===== config.mk =====
export PLATFORM = sky130hd
export DESIGN_NAME = car_ignition_ctrl_flat
export DESIGN_NICKNAME = d
export VERILOG_FILES = /design/src/rtl/car_key_pkg.sv /design/src/rtl/car_ignition_ctrl_if.sv /design/src/rtl/key_shift_rx.sv /design/src/rtl/car_ignition_ctrl.sv /design/src/flat_wrapper.sv
export SDC_FILE = /design/constraint.sdc
export NUM_CORES = 1
export LEC_CHECK = 0
export ABC_AREA = 1
export CAP_MARGIN = 10
export CORE_UTILIZATION = 55
export DETAILED_ROUTE_END_ITERATION = 8
export GPL_TIMING_DRIVEN = 1
export PLACE_DENSITY = 0.79
export SYNTH_ARGS = -nofsm -noshare
export SYNTH_HDL_FRONTEND = slang
export SYNTH_HIERARCHICAL = 1
export SYNTH_SLANG_ARGS = --single-unit

===== constraint.sdc =====
create_clock -name clk_2 -period 3.25 [get_ports clk_2]
set_clock_uncertainty 0.05 [all_clocks]
set_input_delay 0.8125 -clock clk_2 [delete_from_list [all_inputs] [get_ports clk_2]]
set_output_delay 0.8125 -clock clk_2 [all_outputs]
set_load 0.05 [all_outputs]

===== src/rtl/car_key_pkg.sv =====
// rtl/car_key_pkg.sv - shared types and constants for the car ignition controller
package car_key_pkg;

    localparam int NBITS_STREAM = 4;
    localparam logic [NBITS_STREAM-1:0] KEY_VALUE = 4'b1101;
    localparam int MAX_TRIES = 3;
    localparam int TRIES_W = $clog2(MAX_TRIES + 1);
    localparam int LOCK_CYCLES = 8;
    localparam int LOCK_W = (LOCK_CYCLES > 1) ? $clog2(LOCK_CYCLES) : 1;
    localparam int CNT_W = $clog2(NBITS_STREAM + 1);

    typedef enum logic [2:0] {IDLE, RECV, CHECK, ON, LOCK} ign_state_t;

    // Failure count holds at MAX_TRIES instead of wrapping.
    function automatic logic [TRIES_W-1:0] tries_inc(input logic [TRIES_W-1:0] t);
        return (t == TRIES_W'(MAX_TRIES)) ? t : t + 1'b1;
    endfunction

endpackage


===== src/rtl/car_ignition_ctrl_if.sv =====
// rtl/car_ignition_ctrl_if.sv - key-stream inputs and status outputs of the ignition controller
interface car_ignition_ctrl_if;
    import car_key_pkg::*;

    logic               start;
    logic               bit_valid;
    logic               bit_in;
    logic               stop;
    logic               engine_on;
    logic               busy;
    logic               fail;
    logic               locked;
    logic [TRIES_W-1:0] tries;

    modport master (
        output start, bit_valid, bit_in, stop,
        input  engine_on, busy, fail, locked, tries
    );

    modport slave (
        input  start, bit_valid, bit_in, stop,
        output engine_on, busy, fail, locked, tries
    );

endinterface


===== src/rtl/key_shift_rx.sv =====
// rtl/key_shift_rx.sv - LSB-first serial-to-parallel key shifter with bit counter
module key_shift_rx
    import car_key_pkg::*;
(
    input  logic                    clk_2,
    input  logic                    reset,
    input  logic                    clear,
    input  logic                    shift_en,
    input  logic                    bit_in,
    output logic [NBITS_STREAM-1:0] data,
    output logic                    full
);

    logic [CNT_W-1:0] cnt;

    always_ff @(posedge clk_2 or negedge reset) begin
        if (!reset) begin
            cnt  <= '0;
            data <= '0;
        end else if (clear) begin
            cnt  <= '0;
            data <= '0;
        end else if (shift_en && !full) begin
            data <= {bit_in, data[NBITS_STREAM-1:1]};
            cnt  <= cnt + 1'b1;
        end
    end

    assign full = (cnt == CNT_W'(NBITS_STREAM));

endmodule


===== src/rtl/car_ignition_ctrl.sv =====
// rtl/car_ignition_ctrl.sv - key check and engine start/stop sequencer
// Optional timed lockout exit: CAR_IGNITION_LOCKOUT_TIMER_EN.
module car_ignition_ctrl
    import car_key_pkg::*;
(
    input  logic                clk_2,
    input  logic                reset,
    car_ignition_ctrl_if.slave  bus
);

    ign_state_t state_q, state_d;

    logic               engine_on_q, engine_on_d;
    logic               fail_q, fail_d;
    logic               locked_q, locked_d;
    logic [TRIES_W-1:0] tries_q, tries_d;

    logic                    rx_clear;
    logic                    rx_shift;
    logic                    rx_full;
    logic [NBITS_STREAM-1:0] rx_data;

`ifdef CAR_IGNITION_LOCKOUT_TIMER_EN
    logic [LOCK_W-1:0] lock_cnt_q, lock_cnt_d;
`endif

    key_shift_rx u_rx (
        .clk_2    (clk_2),
        .reset    (reset),
        .clear    (rx_clear),
        .shift_en (rx_shift),
        .bit_in   (bus.bit_in),
        .data     (rx_data),
        .full     (rx_full)
    );

    always_ff @(posedge clk_2 or negedge reset) begin
        if (!reset) begin
            state_q     <= IDLE;
            engine_on_q <= 1'b0;
            fail_q      <= 1'b0;
            locked_q    <= 1'b0;
            tries_q     <= '0;
`ifdef CAR_IGNITION_LOCKOUT_TIMER_EN
            lock_cnt_q  <= '0;
`endif
        end else begin
            state_q     <= state_d;
            engine_on_q <= engine_on_d;
            fail_q      <= fail_d;
            locked_q    <= locked_d;
            tries_q     <= tries_d;
`ifdef CAR_IGNITION_LOCKOUT_TIMER_EN
            lock_cnt_q  <= lock_cnt_d;
`endif
        end
    end

    always_comb begin
        state_d     = state_q;
        engine_on_d = engine_on_q;
        fail_d      = 1'b0;
        locked_d    = locked_q;
        tries_d     = tries_q;
        rx_clear    = 1'b0;
        rx_shift    = 1'b0;
`ifdef CAR_IGNITION_LOCKOUT_TIMER_EN
        lock_cnt_d  = lock_cnt_q;
`endif
        case (state_q)
            IDLE: begin
                if (!bus.stop && bus.start) begin
                    state_d  = RECV;
                    rx_clear = 1'b1;
                end
            end
            RECV: begin
                // Priority: abort, then restart (drops any bit this cycle), then hand-off.
                if (bus.stop) begin
                    state_d = IDLE;
                end else if (bus.start) begin
                    rx_clear = 1'b1;
                end else if (rx_full) begin
                    state_d = CHECK;
                end else begin
                    rx_shift = bus.bit_valid;
                end
            end
            CHECK: begin
                if (rx_data == KEY_VALUE) begin
                    state_d     = ON;
                    engine_on_d = 1'b1;
                    tries_d     = '0;
                end else begin
                    fail_d  = 1'b1;
                    tries_d = tries_inc(tries_q);
                    if (tries_inc(tries_q) == TRIES_W'(MAX_TRIES)) begin
                        state_d  = LOCK;
                        locked_d = 1'b1;
`ifdef CAR_IGNITION_LOCKOUT_TIMER_EN
                        lock_cnt_d = LOCK_W'(LOCK_CYCLES - 1);
`endif
                    end else begin
                        state_d = IDLE;
                    end
                end
            end
            ON: begin
                if (bus.stop) begin
                    state_d     = IDLE;
                    engine_on_d = 1'b0;
                end
            end
            LOCK: begin
`ifdef CAR_IGNITION_LOCKOUT_TIMER_EN
                if (lock_cnt_q == '0) begin
                    state_d  = IDLE;
                    locked_d = 1'b0;
                    tries_d  = '0;
                end else begin
                    lock_cnt_d = lock_cnt_q - 1'b1;
                end
`else
                state_d = LOCK;
`endif
            end
            default: state_d = IDLE;
        endcase
    end

    assign bus.engine_on = engine_on_q;
    assign bus.fail      = fail_q;
    assign bus.locked    = locked_q;
    assign bus.tries     = tries_q;
    assign bus.busy      = (state_q == RECV) || (state_q == CHECK);

endmodule


===== src/flat_wrapper.sv =====
// flat-port wrapper written by rule: the top's interface ports become plain ports
module car_ignition_ctrl_flat import car_key_pkg::*;
  (clk_2, reset, bus_start, bus_bit_valid, bus_bit_in, bus_stop, bus_engine_on, bus_busy, bus_fail, bus_locked, bus_tries);
  car_ignition_ctrl_if bus_i ();
  input  logic clk_2;
  input  logic reset;
  input wire logic [$bits(bus_i.start)-1:0] bus_start;
  input wire logic [$bits(bus_i.bit_valid)-1:0] bus_bit_valid;
  input wire logic [$bits(bus_i.bit_in)-1:0] bus_bit_in;
  input wire logic [$bits(bus_i.stop)-1:0] bus_stop;
  output wire logic [$bits(bus_i.engine_on)-1:0] bus_engine_on;
  output wire logic [$bits(bus_i.busy)-1:0] bus_busy;
  output wire logic [$bits(bus_i.fail)-1:0] bus_fail;
  output wire logic [$bits(bus_i.locked)-1:0] bus_locked;
  output wire logic [$bits(bus_i.tries)-1:0] bus_tries;
  assign bus_i.start = bus_start;
  assign bus_i.bit_valid = bus_bit_valid;
  assign bus_i.bit_in = bus_bit_in;
  assign bus_i.stop = bus_stop;
  assign bus_engine_on = bus_i.engine_on;
  assign bus_busy = bus_i.busy;
  assign bus_fail = bus_i.fail;
  assign bus_locked = bus_i.locked;
  assign bus_tries = bus_i.tries;
  car_ignition_ctrl u_core (.clk_2(clk_2), .reset(reset), .bus(bus_i));
endmodule

Yosys cells after proc, flatten, opt, wreduce, memory -nomap -nowiden
Index checks and enable logic that the tools add are counted.
W data, S select, Z words.
{ "totals": {"ff_bits": 15, "word_cells": 61, "in_bits": 6, "output_inout_bits": 6} }
{ "classes": {"muxes": 27, "n_eq_ne": 13, "bitwise": 1, "add_sub_neg": 2, "n_reduce_logical": 11} }
{ "op_table": {"columns": ["operator", "count"], "rows": [
  ["$mux W3", 9],
  ["$pmux W3 S5", 1],
  ["$mux W1", 11],
  ["$mux W4", 2],
  ["$eq A3 B2 Y1 const B", 2],
  ["$eq A3 B3 Y1 const B", 2],
  ["$ne A3 B3 Y1 const B", 2],
  ["$reduce_and A3 Y1", 2],
  ["$eq A2 B2 Y1 const B", 2],
  ["$eq A4 B4 Y1 const B", 1],
  ["$mux W2", 2],
  ["$ne A2 B1 Y1 const B", 2],
  ["$pmux W1 S2", 2],
  ["$reduce_and A4 Y1", 1],
  ["$reduce_bool A2 Y1", 2],
  ["$add A3 B1 Y3 const B", 1],
  ["$eq A3 B1 Y1 const B", 1],
  ["$logic_not A3 Y1", 1],
  ["$add A2 B1 Y2 const B", 1],
  ["$logic_and A1 B1 Y1", 2],
  ["$logic_not A1 Y1", 2],
  ["$ne A2 B2 Y1 const B", 1],
  ["$logic_or A1 B1 Y1", 1],
  ["$not A1 Y1", 1]
]} }

Longest topological paths before layout
Gate-level depths: netlist (run 1).
{ "logic_depth": {"depth_word": 8, "mapped_depth": 9, "depth_no_buf": 9} }

Hierarchy
The synthesis (run 1) kept the hierarchy.
{ "by_module_without_submodules": {"columns": ["mod", "seq_area_each_um2", "cells_per_inst", "area_each_um2", "n_inst"], "rows": [
  ["car_ignition_ctrl", 200.2, 58, 436.7, 1],
  ["key_shift_rx", 175.2, 43, 362.8, 1]
]} }

Worst setup path before layout (run 1)
No wires, ideal clock.
{ "synth_path": {"path_type": "reg2out", "start": "reg u_core.state_q[1]", "end": "out bus_busy", "required_ns": 2.388, "path_stages_with_launch": 4, "arrival_ns": 0.997, "path_buffers": 0, "path_slack_ns": 1.391, "cell_sequence": "dfrtp_1 -> nand2_2 -> nor2_4 -> or2_2"} }
{ "synth_between": {"elab_chain_len": 2, "word_cells_on_any_way": 3, "cone_classes": "eq/ne: 2; reduce/logical: 1"} }
{ "synth_lines": {"columns": ["element", "line", "rtl"], "rows": [
  ["start, declared", "car_ignition_ctrl.sv:11", "ign_state_t state_q, state_d;"],
  ["start signal, assigned", "car_ignition_ctrl.sv:48", "state_q <= state_d;"],
  ["$eq A3 B1 Y1 / $eq A3 B2 Y1 (equally long branches)", "car_ignition_ctrl.sv:135", "assign bus.busy = (state_q == RECV) || (state_q == CHECK);"],
  ["$logic_or A1 B1 Y1 (*)", "car_ignition_ctrl.sv:135", null],
  ["end, declared", "flat_wrapper.sv:12", "output wire logic [$bits(bus_i.busy)-1:0] bus_busy;"]
]} }
Mark *: on every way between the ends. The rest lies on a longest branch, timed or not.

Worst setup path after layout (run 1)
{ "layout_path": {"start": "reg u_core.state_q[2]", "end": "out bus_busy"} }
Same word-level chain as after synthesis.

==> impl_metrics.csv, run 1 <==
group,metric,value,unit
run_status,status,"finished clean",
synthesis,synth_xor_area_frac,0,
sta,finalCriticalPeriod,2.82,ns
detailed_routing,drt-total-wl,1.42,mm
placed_design,place.gp.congestion,0.756,
pwr,p_seq_frac,0.361,
sta,finalHoldViolations,0,
worst_setup_path,cp.required,2.39,ns
final_layout,antenna_cells,0,
worst_setup_path,cp-end-kind,"output pin",
clock_tree,cts_tree,"done",
global_route,overflow,0,
sta,fin_setup_tns,0,ns
pwr,comb_power_share,0.519,
synthesis,ys_seq_area_frac,0.469,
floorplan,placementRows,13,
synthesis,synth.ff_latch_count,15,
worst_setup_path,crit_type,"reg2out",
sta,worst_pin_slew,0.683,ns
detailed_routing,drt_iter0_markers,21,
placed_design,portBuffers,11,
synthesis,syn_nets,109,
pwr,switching_power,0.000412,W
synthesis,synthFlopType,"dfrtp_1",
sta,setup_slack,0.428,ns
final_layout,area_growth,18.5,%
clock_tree,post_cts_resized,0,
synthesis,synth_area,800,um2
floorplan,initial_core_util,0.599,
pwr,power,0.000858,W
final_layout,drive_gt1_frac,0.148,
synthesis,synth_top_family_by_area,"simple AND/OR/NAND/NOR gates",
synthesis,netlist_instances,101,
worst_setup_path,start_kind,"register",
synthesis,synth_area_per_cell,7.92,um2
floorplan,fp.dieArea,1610,um2
pwr,total_leakage_power,0.455,nW
floorplan,die_height,40.1,um
detailed_routing,final_antenna_net_count,0,
synthesis,synth-compound-area-share,0.0798,
sta,setup_viol,0,
clock_tree,clk_pin_slew,0.09,ns
clock_tree,clkSinkCount,15,
detailed_routing,vias,681,
detailed_routing,wl_per_cell,10.9,um
sta,fin_crit_sh,0.868,
synthesis,synth_simple_gate_area_share,0.344,
sta,whs,0.469,ns
pwr,ir_drop,0.548,mV
synthesis,ys_types,21,
sta,rsz0062_at_grt,"no",
pwr,powerDensity,906,nW/um2
synthesis,synthMuxAreaShare,0,
worst_hold_path,worst_hold_path_type,"reg2reg",
sta,slew-limit-headroom,0.541,
clock_tree,clock_latency,0.27,ns
worst_setup_path,worst_ep_arrival_time,1.96,ns
synthesis,synth_warnings,6,
floorplan,ios,12,
run,maxCapViolCount,0,
sta,fmax,354,MHz
detailed_routing,dr.pass1.iters,4,
clock_tree,htreeDepth,1,
clock_tree,hold_buffers,0,
floorplan,core_area,1330,um2
pwr,p_sw_frac,0.481,
synthesis,synth_edf_count,0,
global_route,grt_usage,0.221,
synthesis,synthAdderAreaFrac,0.0313,
final_layout,finalNetCount,124,
clock_tree,cts_setup_buffers,0,
global_route,grt_antenna_before_repair,0,
floorplan,fp.dieW,40.1,um
worst_setup_path,crit_path_max_fanout,5,
clock_tree,clockRootBuffer,"clkbuf_4",
sta,slew_violations,0,
pwr,p_clk_frac,0.120,
global_route,first_global_vias,564,
synthesis,async_flop_share,1.00,
global_route,grt_pass1_wl,2.31,mm
final_layout,fin_util,0.710,
pwr,p_int,0.000446,W
clock_tree,clockBufferDepth,2,
clock_tree,numCtsBuffers,3,
detailed_routing,drc_errors,0,
detailed_routing,vias_per_cell,5.24,
placed_design,dp_slack,0.732,ns
global_route,grt_max_degree,16,
placed_design,hpwl,1.06,mm
[cell usage after synthesis (2+ instances only)]
| cell type | instances | area (um2) |
|---|---|---|
| nand2_1 | 26 | 97.6 |
| dfrtp_1 | 15 | 375 |
| inv_1 | 11 | 41.3 |
| nand3_1 | 11 | 55.1 |
| nor2_1 | 6 | 22.5 |
| o21ai_0 | 6 | 30.0 |
| a21oi_1 | 4 | 20.0 |
| inv_2 | 3 | 11.3 |
| nand2_2 | 3 | 18.8 |
| nor2_2 | 3 | 18.8 |
| ha_1 | 2 | 25.0 |
| nand4_1 | 2 | 12.5 |
[critical path, cell delays in order, from the launching register on]
cell             delay [ns]
dfrtp_1                0.44
inv_2                  0.12
nand2_2                0.07
nor2_4                 0.14
or2_2                  0.13
clkdlybuf4s50_1        0.79
[metal layers]
layer	part of all wire	wire, um	global-route usage	up-vias
met1	0.47	672	0.283	304
met3	0.056	80	0.0333	2
met2	0.46	652	0.351	24
met4	0.0099	14	0.129	0
li1	-	-	-	351
met5	0	0	0	-
[cell type report]
class | count | area (um2)
clock buffer | 4 | 26.3
fill | 111 | 387
inverter | 14 | 52.6
multi-input combinational | 71 | 364
sequential | 15 | 375
tap | 15 | 18.8
timing repair buffer | 11 | 110
[final timing paths]
path	end	slack [ns]	start	cells after the start
max in group asynchronous	u_core/u_rx/data[2]	1.87	reset	1
min in group asynchronous	u_core/bus.fail	0.88	reset	1
max reg2reg	u_core/u_rx/data[0]	1.29	u_core/u_rx/cnt[0]	8
min	u_core/bus.locked	0.47	u_core/bus.locked	2
max	bus_busy	0.43	u_core/state_q[2]	5
min reg2reg	u_core/bus.locked	0.47	u_core/bus.locked	2
[through the flow]
step,instances,area (um2)
floorplan,101,800
global placement,126,921
detailed placement,126,921
CTS,130,947
global route,130,947
finish,130,947
[cell usage in the layout (no fill, tap or decap)]
cell type / synthesis / final
nand3_1: 11 / 11
nor2_2: 3 / 3
nor2_1: 6 / 6
nor3_1: 1 / 1
nor2_4: 1 / 1
or2_2: 1 / 1
inv_1: 11 / 11
clkdlybuf4s50_1: 0 / 11
nand2_2: 3 / 3
nor4_1: 1 / 1
nand2_1: 26 / 26
clkbuf_4: 0 / 3
clkbuf_1: 0 / 1
inv_2: 3 / 3
o21ai_2: 1 / 1
o21ai_1: 1 / 1
a21oi_1: 4 / 4
nand2_4: 1 / 1
dfrtp_1: 15 / 15
o21ai_0: 6 / 6
ha_1: 2 / 2
nor3_2: 1 / 1
nand4_1: 2 / 2
[state kept, by name (all words and copies together) (netlist names)]
name,flops
u_core/u_rx/cnt,3
u_core/u_rx/data,4
u_core/bus.engine_on,1
u_core/state_q,3
u_core/bus.locked,1
u_core/bus.fail,1
u_core/bus.tries,2
[power by group through the flow]
stage	logic (W)	clock network, W	registers (W)
finish	0.000446	0.000103	0.000310
global route	0.000488	0.000117	0.000317
CTS	0.000448	0.000107	0.000309
detailed placement	0.000445	0	0.000313
global placement	0.000439	0	0.000310
floorplan	0.000236	0	0.000396
[logic make-up after synthesis]
logic type,Yosys count
AND/OR/NAND/NOR,57
buffers and inverters,15
AO/OA/AOI/OAI,12
flip-flops,15
adder cells (fa/ha/maj),2
No activity file was read; power rests on OpenSTA's default activity.
==> run 2: changes to the inputs <==
--- a/config.mk
+++ b/config.mk
@@ -9,7 +9,7 @@
 export CAP_MARGIN = 10
 export CORE_UTILIZATION = 55
 export DETAILED_ROUTE_END_ITERATION = 8
-export GPL_TIMING_DRIVEN = 1
+export GPL_TIMING_DRIVEN = 0
 export PLACE_DENSITY = 0.79
 export SYNTH_ARGS = -nofsm -noshare
 export SYNTH_HDL_FRONTEND = slang
==> run 2 against run 1 <==
  * Sequential share of layout area shrank 0.36 points
  * Maximum frequency is essentially flat
  * Power is essentially flat
  * Sequential cell count unchanged
  * Worst setup slack worse by 0.0015 ns
  * Largest power group unchanged
==> impl_metrics.csv, run 2 (synthesized netlist as in run 1, its figures left out) <==
group,metric,value,unit
clock_tree,clock_latency,0.28,ns
pwr,ir_drop,0.532,mV
sta,fmax,354,MHz
floorplan,ios,12,
clock_tree,cts_setup_buffers,0,
worst_setup_path,cp.required,2.39,ns
final_layout,finalNetCount,125,
final_layout,finalNonFillerCells,131,
floorplan,placementRows,13,
final_layout,largest_reg_flops,4,
detailed_routing,drt_iter0_markers,15,
placed_design,place.gp.congestion,0.753,
run_status,status,"finished clean",
floorplan,die_height,40.1,um
pwr,total_leakage_power,0.462,nW
detailed_routing,drt-total-wl,1.38,mm
placed_design,portBuffers,11,
sta,fin_setup_tns,0,ns
clock_tree,cts_tree,"done",
global_route,first_global_vias,508,
global_route,grt_use_met3,0.0333,
sta,finalCriticalPeriod,2.82,ns
clock_tree,clockRootBuffer,"clkbuf_4",
sta,setup_viol,0,
placed_design,hpwl,1.01,mm
floorplan,fp.dieArea,1610,um2
global_route,overflow,0,
worst_setup_path,worst_ep_arrival_time,1.96,ns
sta,worst_pin_slew,0.655,ns
clock_tree,clockBufferDepth,2,
pwr,p_seq_frac,0.357,
pwr,p_sw_frac,0.480,
clock_tree,hold_buffers,0,
detailed_routing,drc_errors,0,
detailed_routing,dr.pass1.iters,4,
final_layout,mostFrequentLayoutCells,"26 x nand2_1, 15 x dfrtp_1, 11 x clkdlybuf4s50_1, 11 x inv_1, 11 x nand3_1",
worst_setup_path,start_kind,"register",
detailed_routing,final_antenna_net_count,0,
floorplan,fp.dieW,40.1,um
global_route,grt_pass1_wl,2.06,mm
detailed_routing,wl_per_cell,10.5,um
clock_tree,clk_pin_slew,0.09,ns
final_layout,reg.largest.list,"u_core/u_rx/data: 4 flops, u_core/state_q: 3 flops, u_core/u_rx/cnt: 3 flops",
worst_setup_path,cp-end-kind,"output pin",
sta,slew_violations,0,
pwr,p_int,0.000446,W
placed_design,dpl.cell_count,127,
final_layout,drive_gt1_frac,0.164,
worst_setup_path,crit_type,"reg2out",
global_route,grt_antenna_before_repair,0,
worst_setup_path,crit_path_max_fanout,5,
floorplan,initial_core_util,0.599,
final_layout,layout_commonest_cell,"nand2_1",
run,maxCapViolCount,0,
pwr,power,0.000859,W
final_layout,largest_register,"u_core/u_rx/data",
pwr,comb_power_share,0.519,
pwr,switching_power,0.000413,W
detailed_routing,vias,663,
global_route,met1_usage,0.265,
pwr,powerDensity,899,nW/um2
worst_hold_path,worst_hold_path_type,"reg2reg",
final_layout,fin_util,0.717,
clock_tree,clkSinkCount,15,
clock_tree,post_cts_resized,0,
global_route,grt.busiest_layer,"met2",
floorplan,core_area,1330,um2
sta,slew-limit-headroom,0.562,
clock_tree,htreeDepth,1,
sta,finalHoldViolations,0,
final_layout,area_growth,19.6,%
global_route,use_met2,0.306,
sta,fin_crit_sh,0.869,
clock_tree,numCtsBuffers,3,
global_route,grt_max_degree,16,
global_route,grt_usage,0.199,
final_layout,antenna_cells,0,
sta,rsz0062_at_grt,"no",
detailed_routing,vias_per_cell,5.06,
pwr,p_clk_frac,0.124,
[run 2: changes by cell type in the layout (fill, tap and decap cells not counted)]
cell	before	now
clkbuf_1	1	0
clkinv_2	0	1
buf_4	0	1
[run 2: path summary, 6_finish.rpt]
kind / start / slack, ns / cells past startpoint / end
min: u_core/bus.locked / 0.45 / 2 / u_core/bus.locked
max in group asynchronous: reset / 1.85 / 1 / u_core/u_rx/data[1]
max reg2reg: u_core/u_rx/cnt[0] / 1.34 / 8 / u_core/u_rx/data[3]
min reg2reg: u_core/bus.locked / 0.45 / 2 / u_core/bus.locked
min in group asynchronous: reset / 0.88 / 1 / u_core/u_rx/cnt[2]
max: u_core/state_q[2] / 0.43 / 5 / bus_busy
[run 2: layout make-up]
type	count	area, um2
fill	117	378
multi-input combinational	71	364
timing repair buffer	11	110
inverter	14	52.6
tap	15	18.8
clock inverter	1	5.00
clock buffer	3	22.5
buffer	1	7.51
sequential	15	375
[run 2: routing by layer]
layer	routed length (um)	share of wire
met3	55	0.040
met2	606	0.44
met1	703	0.51
met5	0	0
met4	14	0.010
[run 2: metrics by stage]
step	worst slack [ns]	hold slack (ns)	area, um2
final	0.426	0.453	956
after global routing	0.349	0.483	956
after CTS	0.421	0.448	956
after detailed placement	0.720	0.421	928
after global placement	0.739	0.407	928
after floorplan	1.39	0.431	800
[run 2: power by group through the flow]
stage	Combinational, W	Sequential, W	Clock [W]
final	0.000446	0.000307	0.000106
after detailed placement	0.000446	0.000310	0
after global routing	0.000486	0.000318	0.000119
after CTS	0.000448	0.000307	0.000109
after floorplan	0.000236	0.000396	0
after global placement	0.000439	0.000309	0
[run 2: worst max-delay path: stages (launching register included)]
cell and delay (ns):
dfrtp_1 0.44, inv_2 0.12, nand2_2 0.07, nor2_4 0.14, or2_2 0.13, clkdlybuf4s50_1 0.79
